`src/rtl/mmio_fifo_bridge.sv`:
```
// MMIO bridge to NUM_CH host-to-user / user-to-host FIFO channel pairs with status, scratch and sticky flags.
// Optional macro MMIO_FIFO_SLVERR_EN: unmapped and empty-DATA reads return rresp = 2'b10.
module mmio_fifo_bridge #(
    parameter int unsigned NUM_CH    = 4,
    parameter int unsigned DATA_W    = 32,
    parameter int unsigned DEPTH     = 16,
    parameter logic [31:0] BASE_ADDR = 32'h0000_0600
) (
    input  logic                       clk_main_a0,
    input  logic                       rst_main_n_sync,
    input  logic [31:0]                wr_addr,
    input  logic                       wready,
    input  logic [31:0]                wdata,
    input  logic                       arvalid_q,
    input  logic [31:0]                araddr_q,
    input  logic                       rready,
    output logic                       rvalid,
    output logic [31:0]                rdata,
    output logic [1:0]                 rresp,
    output logic [NUM_CH-1:0]          usr_rx_empty,
    input  logic [NUM_CH-1:0]          usr_rx_rd,
    output logic [NUM_CH*DATA_W-1:0]   usr_rx_dout,
    output logic [NUM_CH-1:0]          usr_tx_full,
    input  logic [NUM_CH-1:0]          usr_tx_wr,
    input  logic [NUM_CH*DATA_W-1:0]   usr_tx_din
);

    localparam int unsigned PTR_W = $clog2(DEPTH);
    localparam int unsigned CNT_W = PTR_W + 1;
    localparam int unsigned CH_W  = (NUM_CH > 1) ? $clog2(NUM_CH) : 1;

    localparam logic [3:0] OFF_DATA    = 4'h0;
    localparam logic [3:0] OFF_STATUS  = 4'h4;
    localparam logic [3:0] OFF_SCRATCH = 4'h8;

`ifdef MMIO_FIFO_SLVERR_EN
    localparam logic [1:0] ERR_RESP = 2'b10;
`else
    localparam logic [1:0] ERR_RESP = 2'b00;
`endif

    typedef enum logic [1:0] {
        ST_IDLE,
        ST_POP,
        ST_RESP
    } state_e;

    logic [DATA_W-1:0] h2u_mem_q  [NUM_CH][DEPTH];
    logic [DATA_W-1:0] u2h_mem_q  [NUM_CH][DEPTH];
    logic [PTR_W-1:0]  h2u_wptr_q [NUM_CH];
    logic [PTR_W-1:0]  h2u_rptr_q [NUM_CH];
    logic [PTR_W-1:0]  u2h_wptr_q [NUM_CH];
    logic [PTR_W-1:0]  u2h_rptr_q [NUM_CH];
    logic [CNT_W-1:0]  h2u_cnt_q  [NUM_CH];
    logic [CNT_W-1:0]  u2h_cnt_q  [NUM_CH];
    logic [DATA_W-1:0] h2u_dout_q [NUM_CH];
    logic [DATA_W-1:0] u2h_dout_q [NUM_CH];
    logic [31:0]       scratch_q  [NUM_CH];
    logic [NUM_CH-1:0] ovf_q;
    logic [NUM_CH-1:0] unf_q;

    logic [NUM_CH-1:0] h2u_full_c, h2u_empty_c, u2h_full_c, u2h_empty_c;
    logic [NUM_CH-1:0] h2u_push_c, h2u_pop_c, u2h_push_c, u2h_pop_c;
    logic [NUM_CH-1:0] ovf_set_c, ovf_clr_c, unf_clr_c, scratch_we_c;
    logic [NUM_CH-1:0] fsm_pop_c, unf_set_c;

    state_e            state_q, state_d;
    logic              rvalid_q, rvalid_d;
    logic [31:0]       rdata_q, rdata_d;
    logic [1:0]        rresp_q, rresp_d;
    logic [CH_W-1:0]   rd_ch_q, rd_ch_d;

    // Host write decode
    logic       wr_hit_c;
    logic [3:0] wr_ch_c, wr_off_c;
    assign wr_ch_c  = wr_addr[7:4];
    assign wr_off_c = wr_addr[3:0];
    assign wr_hit_c = wready && (wr_addr[31:8] == BASE_ADDR[31:8]) && ({1'b0, wr_ch_c} < 5'(NUM_CH));

    // Host read decode
    logic            rd_hit_c;
    logic [3:0]      rd_off_c;
    logic [CH_W-1:0] rd_idx_c;
    assign rd_off_c = araddr_q[3:0];
    assign rd_idx_c = araddr_q[4 +: CH_W];
    assign rd_hit_c = (araddr_q[31:8] == BASE_ADDR[31:8]) && ({1'b0, araddr_q[7:4]} < 5'(NUM_CH));

    for (genvar g = 0; g < NUM_CH; g++) begin : g_flags
        assign h2u_full_c[g]  = (h2u_cnt_q[g] == CNT_W'(DEPTH));
        assign h2u_empty_c[g] = (h2u_cnt_q[g] == '0);
        assign u2h_full_c[g]  = (u2h_cnt_q[g] == CNT_W'(DEPTH));
        assign u2h_empty_c[g] = (u2h_cnt_q[g] == '0);
        assign usr_rx_dout[g*DATA_W +: DATA_W] = h2u_dout_q[g];
    end

    assign usr_rx_empty = h2u_empty_c;
    assign usr_tx_full  = u2h_full_c;
    assign rvalid       = rvalid_q;
    assign rdata        = rdata_q;
    assign rresp        = rresp_q;

    // Effective push/pop: a simultaneous push lets a pop proceed when empty, and vice versa when full
    always_comb begin
        h2u_push_c   = '0;
        h2u_pop_c    = '0;
        u2h_push_c   = '0;
        u2h_pop_c    = '0;
        ovf_set_c    = '0;
        ovf_clr_c    = '0;
        unf_clr_c    = '0;
        scratch_we_c = '0;
        for (int unsigned c = 0; c < NUM_CH; c++) begin
            if (wr_hit_c && (wr_ch_c == 4'(c))) begin
                if (wr_off_c == OFF_DATA) begin
                    h2u_push_c[c] = !h2u_full_c[c] || usr_rx_rd[c];
                    ovf_set_c[c]  = h2u_full_c[c] && !usr_rx_rd[c];
                end
                if (wr_off_c == OFF_STATUS) begin
                    ovf_clr_c[c] = wdata[24];
                    unf_clr_c[c] = wdata[25];
                end
                scratch_we_c[c] = (wr_off_c == OFF_SCRATCH);
            end
            h2u_pop_c[c]  = usr_rx_rd[c] && (!h2u_empty_c[c] || (wr_hit_c && (wr_ch_c == 4'(c)) && (wr_off_c == OFF_DATA)));
            u2h_push_c[c] = usr_tx_wr[c] && (!u2h_full_c[c] || fsm_pop_c[c]);
            u2h_pop_c[c]  = fsm_pop_c[c] && (!u2h_empty_c[c] || usr_tx_wr[c]);
        end
    end

    always_ff @(posedge clk_main_a0) begin
        for (int unsigned c = 0; c < NUM_CH; c++) begin
            if (h2u_push_c[c]) h2u_mem_q[c][h2u_wptr_q[c]] <= wdata[DATA_W-1:0];
            if (u2h_push_c[c]) u2h_mem_q[c][u2h_wptr_q[c]] <= usr_tx_din[c*DATA_W +: DATA_W];
        end
    end

    // FIFO pointers, counts, head registers, sticky flags and scratch
    always_ff @(posedge clk_main_a0 or negedge rst_main_n_sync) begin
        if (!rst_main_n_sync) begin
            for (int unsigned c = 0; c < NUM_CH; c++) begin
                h2u_wptr_q[c] <= '0;
                h2u_rptr_q[c] <= '0;
                u2h_wptr_q[c] <= '0;
                u2h_rptr_q[c] <= '0;
                h2u_cnt_q[c]  <= '0;
                u2h_cnt_q[c]  <= '0;
                h2u_dout_q[c] <= '0;
                u2h_dout_q[c] <= '0;
                scratch_q[c]  <= '0;
            end
            ovf_q <= '0;
            unf_q <= '0;
        end else begin
            for (int unsigned c = 0; c < NUM_CH; c++) begin
                if (h2u_push_c[c]) h2u_wptr_q[c] <= h2u_wptr_q[c] + PTR_W'(1);
                if (h2u_pop_c[c]) begin
                    h2u_rptr_q[c] <= h2u_rptr_q[c] + PTR_W'(1);
                    h2u_dout_q[c] <= h2u_empty_c[c] ? wdata[DATA_W-1:0] : h2u_mem_q[c][h2u_rptr_q[c]];
                end
                h2u_cnt_q[c] <= h2u_cnt_q[c] + CNT_W'(h2u_push_c[c]) - CNT_W'(h2u_pop_c[c]);

                if (u2h_push_c[c]) u2h_wptr_q[c] <= u2h_wptr_q[c] + PTR_W'(1);
                if (u2h_pop_c[c]) begin
                    u2h_rptr_q[c] <= u2h_rptr_q[c] + PTR_W'(1);
                    u2h_dout_q[c] <= u2h_empty_c[c] ? usr_tx_din[c*DATA_W +: DATA_W] : u2h_mem_q[c][u2h_rptr_q[c]];
                end
                u2h_cnt_q[c] <= u2h_cnt_q[c] + CNT_W'(u2h_push_c[c]) - CNT_W'(u2h_pop_c[c]);

                if (ovf_set_c[c])      ovf_q[c] <= 1'b1;
                else if (ovf_clr_c[c]) ovf_q[c] <= 1'b0;
                if (unf_set_c[c])      unf_q[c] <= 1'b1;
                else if (unf_clr_c[c]) unf_q[c] <= 1'b0;
                if (scratch_we_c[c])   scratch_q[c] <= wdata;
            end
        end
    end

    always_ff @(posedge clk_main_a0 or negedge rst_main_n_sync) begin
        if (!rst_main_n_sync) begin
            state_q  <= ST_IDLE;
            rvalid_q <= 1'b0;
            rdata_q  <= '0;
            rresp_q  <= '0;
            rd_ch_q  <= '0;
        end else begin
            state_q  <= state_d;
            rvalid_q <= rvalid_d;
            rdata_q  <= rdata_d;
            rresp_q  <= rresp_d;
            rd_ch_q  <= rd_ch_d;
        end
    end

    // Read FSM: requests are only sampled in IDLE; the response is held until rready
    always_comb begin
        state_d   = state_q;
        rvalid_d  = rvalid_q;
        rdata_d   = rdata_q;
        rresp_d   = rresp_q;
        rd_ch_d   = rd_ch_q;
        fsm_pop_c = '0;
        unf_set_c = '0;
        case (state_q)
            ST_IDLE: begin
                if (arvalid_q) begin
                    rd_ch_d  = rd_idx_c;
                    rresp_d  = 2'b00;
                    rvalid_d = 1'b1;
                    state_d  = ST_RESP;
                    if (!rd_hit_c) begin
                        rdata_d = 32'haaaa_aaaa;
                        rresp_d = ERR_RESP;
                    end else begin
                        case (rd_off_c)
                            OFF_DATA: begin
                                if (!u2h_empty_c[rd_idx_c]) begin
                                    fsm_pop_c[rd_idx_c] = 1'b1;
                                    rvalid_d            = 1'b0;
                                    state_d             = ST_POP;
                                end else begin
                                    rdata_d             = 32'hdead_0000;
                                    rresp_d             = ERR_RESP;
                                    unf_set_c[rd_idx_c] = 1'b1;
                                end
                            end
                            OFF_STATUS: begin
                                rdata_d = {6'd0, unf_q[rd_idx_c], ovf_q[rd_idx_c], 4'd0,
                                           u2h_empty_c[rd_idx_c], u2h_full_c[rd_idx_c],
                                           h2u_empty_c[rd_idx_c], h2u_full_c[rd_idx_c],
                                           7'd0, 9'(u2h_cnt_q[rd_idx_c])};
                            end
                            OFF_SCRATCH: rdata_d = scratch_q[rd_idx_c];
                            default: begin
                                rdata_d = 32'haaaa_aaaa;
                                rresp_d = ERR_RESP;
                            end
                        endcase
                    end
                end
            end
            ST_POP: begin
                rdata_d  = 32'(u2h_dout_q[rd_ch_q]);
                rvalid_d = 1'b1;
                state_d  = ST_RESP;
            end
            ST_RESP: begin
                if (rready) begin
                    rvalid_d = 1'b0;
                    state_d  = ST_IDLE;
                end
            end
            default: begin
                rvalid_d = 1'b0;
                state_d  = ST_IDLE;
            end
        endcase
    end

endmodule

```
`config.mk`:
```
export PLATFORM = sky130hd
export DESIGN_NAME = mmio_fifo_bridge
export DESIGN_NICKNAME = d
export VERILOG_FILES = /design/src/rtl/mmio_fifo_bridge.sv
export SDC_FILE = /design/constraint.sdc
export NUM_CORES = 2
export LEC_CHECK = 0
export BUFFER_PORTS_ARGS = -buffer_cell sky130_fd_sc_hd__buf_4
export CAP_MARGIN = 15
export CORE_ASPECT_RATIO = 0.6
export CORE_MARGIN = 4
export CORE_UTILIZATION = 30
export CTS_CLUSTER_DIAMETER = 40
export DETAILED_ROUTE_END_ITERATION = 16
export PLACE_DENSITY = 0.5
export SYNTH_ARGS = -nofsm -noshare
export SYNTH_HDL_FRONTEND = slang
export SYNTH_SLANG_ARGS = --single-unit
```
`constraint.sdc`:
```
create_clock -name clk_main_a0 -period 5.8 [get_ports clk_main_a0]
set_input_delay 0.29 -clock clk_main_a0 [delete_from_list [all_inputs] [get_ports clk_main_a0]]
set_output_delay 0.29 -clock clk_main_a0 [all_outputs]
set_load 0.05 [all_outputs]
```
==> summary.txt <==
PLACEMENT
--------------------------------------------------------------------------------
Final GP Congestion                                                        0.802
Standard cell area after detailed placement                           196000 um2
I/O Buffers                                                                  405
Placed wire-length estimate after detailed placement                   332000 um

DETAILED ROUTING
--------------------------------------------------------------------------------
Post-route antenna net violation count                                         0
Number of remaining DRC errors                                                 0
Average wire per cell in the routed design                               29.3 um
Mean number of vias per cell                                                5.12
Total wire length                                                      537000 um
DR vias                                                                    94000
Count of TritonRoute iterations in the first routing pass                      6
DRT iter0 DRCs                                                             10300

GLOBAL ROUTING
--------------------------------------------------------------------------------
Global routing usage on met1                                               24.6%
Largest net degree at the start of global routing                            143
Tot GR Track Use                                                           16.9%
Layer with the highest usage after global routing                           met2
Fraction of met3 tracks used by global routing                             2.56%
Number of global-route vias before repair                                  95200
Grt ovf                                                                        0
Global Route met2 Usage                                                    26.7%
Number of antenna violations at the first check in global routing             82
Wire length of the first global-routing pass                           755000 um

DIE
--------------------------------------------------------------------------------
Starting Density                                                           30.2%
# IOs                                                                        408
DIE WIDTH                                                                1010 um
Die Footprint                                                         617000 um2
Rows                                                                         220
DIE HEIGHT                                                                610 um
Core ar.                                                              600000 um2

WORST SETUP PATH
--------------------------------------------------------------------------------
FF-to-FF setup slack                                                     1.45 ns
Origin of the worst setup path                                      u2h_cnt_q[12]$_DFF_PN0_
Maximum fanout along the worst path                                           17
Capture point of the worst reg-to-reg path                          u2h_mem_q[3][329]$_DFFE_PP_
Worst endpoint data arrival time                                         5.01 ns
CP Class                                                            flop to flop
Cells on worst reg2reg path                                                    9
Beginning of the worst register-to-register path                    u2h_cnt_q[12]$_DFF_PN0_
Termination of the worst setup path                                 u2h_mem_q[3][329]$_DFFE_PP_
Kind of start point of the critical path                                    flop
Sort of element at the end of the critical path                             flop
Required time reported for the critical path endpoint                    6.46 ns

LOGIC SYNTHESIS
--------------------------------------------------------------------------------
Number of synthesized flops with an enable pin                              4096
Sequential fraction of the synthesis area                                  75.2%
Number of warning messages in the yosys log                                    0
Largest cells by area after synthesis                               sky130_fd_sc_hd__edfxtp_1, sky130_fd_sc_hd__mux4_2, sky130_fd_sc_hd__dfrtp_1, sky130_fd_sc_hd__mux2i_1, sky130_fd_sc_hd__mux2_2
Async set-or-reset flop fraction in the synthesized netlist                11.5%
Synth top area share                                                       67.9%
Cell with the most instances after synthesis                        sky130_fd_sc_hd__edfxtp_1
Cell count after synthesis                                                  9148
Cell type contributing the most total cell area after synthesis     sky130_fd_sc_hd__edfxtp_1
Netlist cell types                                                            74
Flip-flop and latch count after synthesis                                   4628
Leading register cell type out of synthesis                         sky130_fd_sc_hd__edfxtp_1
Post-synthesis instance area                                          181000 um2
Syn_area_per_cell                                                       19.8 um2
Commonest cells post-synth                                          sky130_fd_sc_hd__edfxtp_1, sky130_fd_sc_hd__mux4_2, sky130_fd_sc_hd__dfrtp_1

CLOCK TREE
--------------------------------------------------------------------------------
H-tree levels                                                                  5
Bufs on Longest Clock Path                                                     4
Worst-Skew Late Latency                                                  1.00 ns
Clk sinks                                                                   4628
Number of clock buffers inserted by TritonCTS                                450
Clock tree from TritonCTS                                                  built
Cell chosen for the clock root                                      sky130_fd_sc_hd__clkbuf_16
Worst-path clk slew                                                      0.06 ns

FINISH
--------------------------------------------------------------------------------
Final net count                                                            10300
Final cell area excluding filler cells                                213000 um2
Fraction of layout instances using a drive strength above 1                28.2%
Synthesis-to-layout area growth                                            17.5%

STA
--------------------------------------------------------------------------------
Time the final worst path needs with I/O delays and setup                4.35 ns
Number of max-slew violations in the final report                              0
RSZ-0062 raised after global routing                                          no
Slew of the pin with the lowest slew margin                              1.30 ns
Final number of setup-violating endpoints                                      0
Final hold slack                                                       0.0153 ns
Skew final                                                             0.0889 ns
Final Hold Vio Count                                                           0
Maximum clock frequency                                                  230 MHz
Share of the clock period used by the worst path after layout              75.0%
Max-slew headroom                                                          13.5%
Setup_tns                                                                   0 ns

PWR
--------------------------------------------------------------------------------
Highest ir drop seen on vdd                                               377 uV
Tot Pwr                                                                  88.3 mW
Flop pwr share                                                             46.2%
Internal Dissipation                                                     62.6 mW
Power spent charging and discharging nets                                25.7 mW
Static power due to leakage                                              69.5 nW
Power density cells                                                   414 nW/um2
Power share of the combinational group                                     19.4%
Power share of the clock group                                             34.4%
Net Sw Frac                                                                29.1%

RUN STATUS
--------------------------------------------------------------------------------
Result of the run                                                   complete, no violations

RUN
--------------------------------------------------------------------------------
Number of maximum-capacitance violations                                       0

HOLD PATH
--------------------------------------------------------------------------------
Type of the tightest min-delay check                                input port to flop

[cell usage in the layout (no fill, tap or decap), types with 88 or more instances in the layout]
cell type,Yosys,layout
sky130_fd_sc_hd__dlygate4sd3_1,0,184
sky130_fd_sc_hd__ha_1,88,88
sky130_fd_sc_hd__edfxtp_1,4096,4096
sky130_fd_sc_hd__nand2_1,317,313
sky130_fd_sc_hd__mux2i_1,513,513
sky130_fd_sc_hd__dfrtp_1,532,503
sky130_fd_sc_hd__buf_4,11,652
sky130_fd_sc_hd__clkbuf_16,0,451
sky130_fd_sc_hd__mux4_2,839,839
sky130_fd_sc_hd__a221oi_1,128,128
sky130_fd_sc_hd__a22oi_1,141,141
sky130_fd_sc_hd__a21o_1,136,136
sky130_fd_sc_hd__o221a_2,96,96
sky130_fd_sc_hd__o21ai_0,392,392
sky130_fd_sc_hd__a21oi_1,290,290
sky130_fd_sc_hd__mux2_2,357,357
[how the worst min path moves through the flow]
stage	startpoint	endpoint	cells past startpoint
2_1_floorplan	rst_main_n_sync	h2u_cnt_q[0]$_DFF_PN0_	0
3_3_place_gp	rst_main_n_sync	h2u_rptr_q[11]$_DFFE_PN0P_	1
3_5_place_dp	rst_main_n_sync	h2u_rptr_q[11]$_DFFE_PN0P_	1
4_1_cts	wdata[25]	h2u_mem_q[1][25]$_DFFE_PP_	2
5_1_grt	wdata[7]	h2u_mem_q[1][423]$_DFFE_PP_	1
6_report	wdata[7]	h2u_mem_q[1][423]$_DFFE_PP_	1
[logic make-up after synthesis]
family	share of synthesized area (%)
xor gates and xnor gates	0.392
muxes	15.5
buffers and inverters	1.42
DFF	75.2
and+or+nand+nor	1.82
adders and majority gates	0.696
AOI/OAI and AO/OA	4.95
other	0.00207
[final cells by class]
type,count,area (um2)
antenna,25,62.6
clock buffer,548,11800
clock inverter,305,3550
fill,55400,387000
inverter,83,312
multi-input combinational,3906,43300
sequential,4628,136000
tap,7992,10000
timing repair buffer,875,7520
[power groups by stage]
stage	Clock [mW]	Combinational, mW	Sequential, mW
finish	30.4	17.1	40.8
global route	32.5	18.2	41.1
CTS	31.0	17.5	40.9
detailed placement	0	17.3	41.6
global placement	0	17.1	41.5
floorplan	0	10.2	41.5
[critical path: stages, from the launching register on]
cell and delay [ns]:
sky130_fd_sc_hd__dfrtp_1 0.44, sky130_fd_sc_hd__inv_1 0.10, sky130_fd_sc_hd__ha_1 0.24, sky130_fd_sc_hd__nand4b_1 0.18
sky130_fd_sc_hd__nand4_1 0.44, sky130_fd_sc_hd__buf_4 0.35, sky130_fd_sc_hd__o31ai_4 0.46, sky130_fd_sc_hd__nand2_1 0.53
sky130_fd_sc_hd__nor2_4 0.85, sky130_fd_sc_hd__buf_4 0.41
[repair_timing]
| action | 4_1_cts | 5_1_grt |
|---|---|---|
| endpoints found under the hold margin | 2837 | 0 |
| hold buffers | 185 | 0 |
| resized for setup | 0 | 0 |
| buffers inserted | 0 | 0 |
[per-stage QoR]
step | utilization [%] | cells | worst slack [ns]
6_report | 35.5 | 18400 | 1.45
4_1_cts | 35.5 | 18300 | 1.37
3_5_place_dp | 32.6 | 17300 | 1.21
5_1_grt | 35.5 | 18300 | 1.23
2_1_floorplan | - | 9149 | 0.610
3_3_place_gp | 32.6 | 17300 | 1.36
[state kept, by name (all words and copies together), names as in the netlist]
| name | flops |
|---|---|
| h2u_wptr_q | 16 |
| ovf_q | 4 |
| u2h_rptr_q | 16 |
| u2h_mem_q | 2048 |
| usr_rx_dout | 128 |
| rd_ch_q | 2 |
| u2h_cnt_q | 20 |
| scratch_q | 128 |
| unf_q | 4 |
| u2h_wptr_q | 16 |
| state_q | 2 |
| rdata | 32 |
| h2u_rptr_q | 16 |
| u2h_dout_q | 128 |
| h2u_cnt_q | 20 |
| h2u_mem_q | 2048 |
[layer usage]
metal / wire length, um / vias up
met5: 62 / -
met4: 14800 / 12
met3: 33700 / 668
met2: 249000 / 3234
met1: 240000 / 51000
li1: - / 39100
Note: power is estimated with default switching activity, not from simulation.
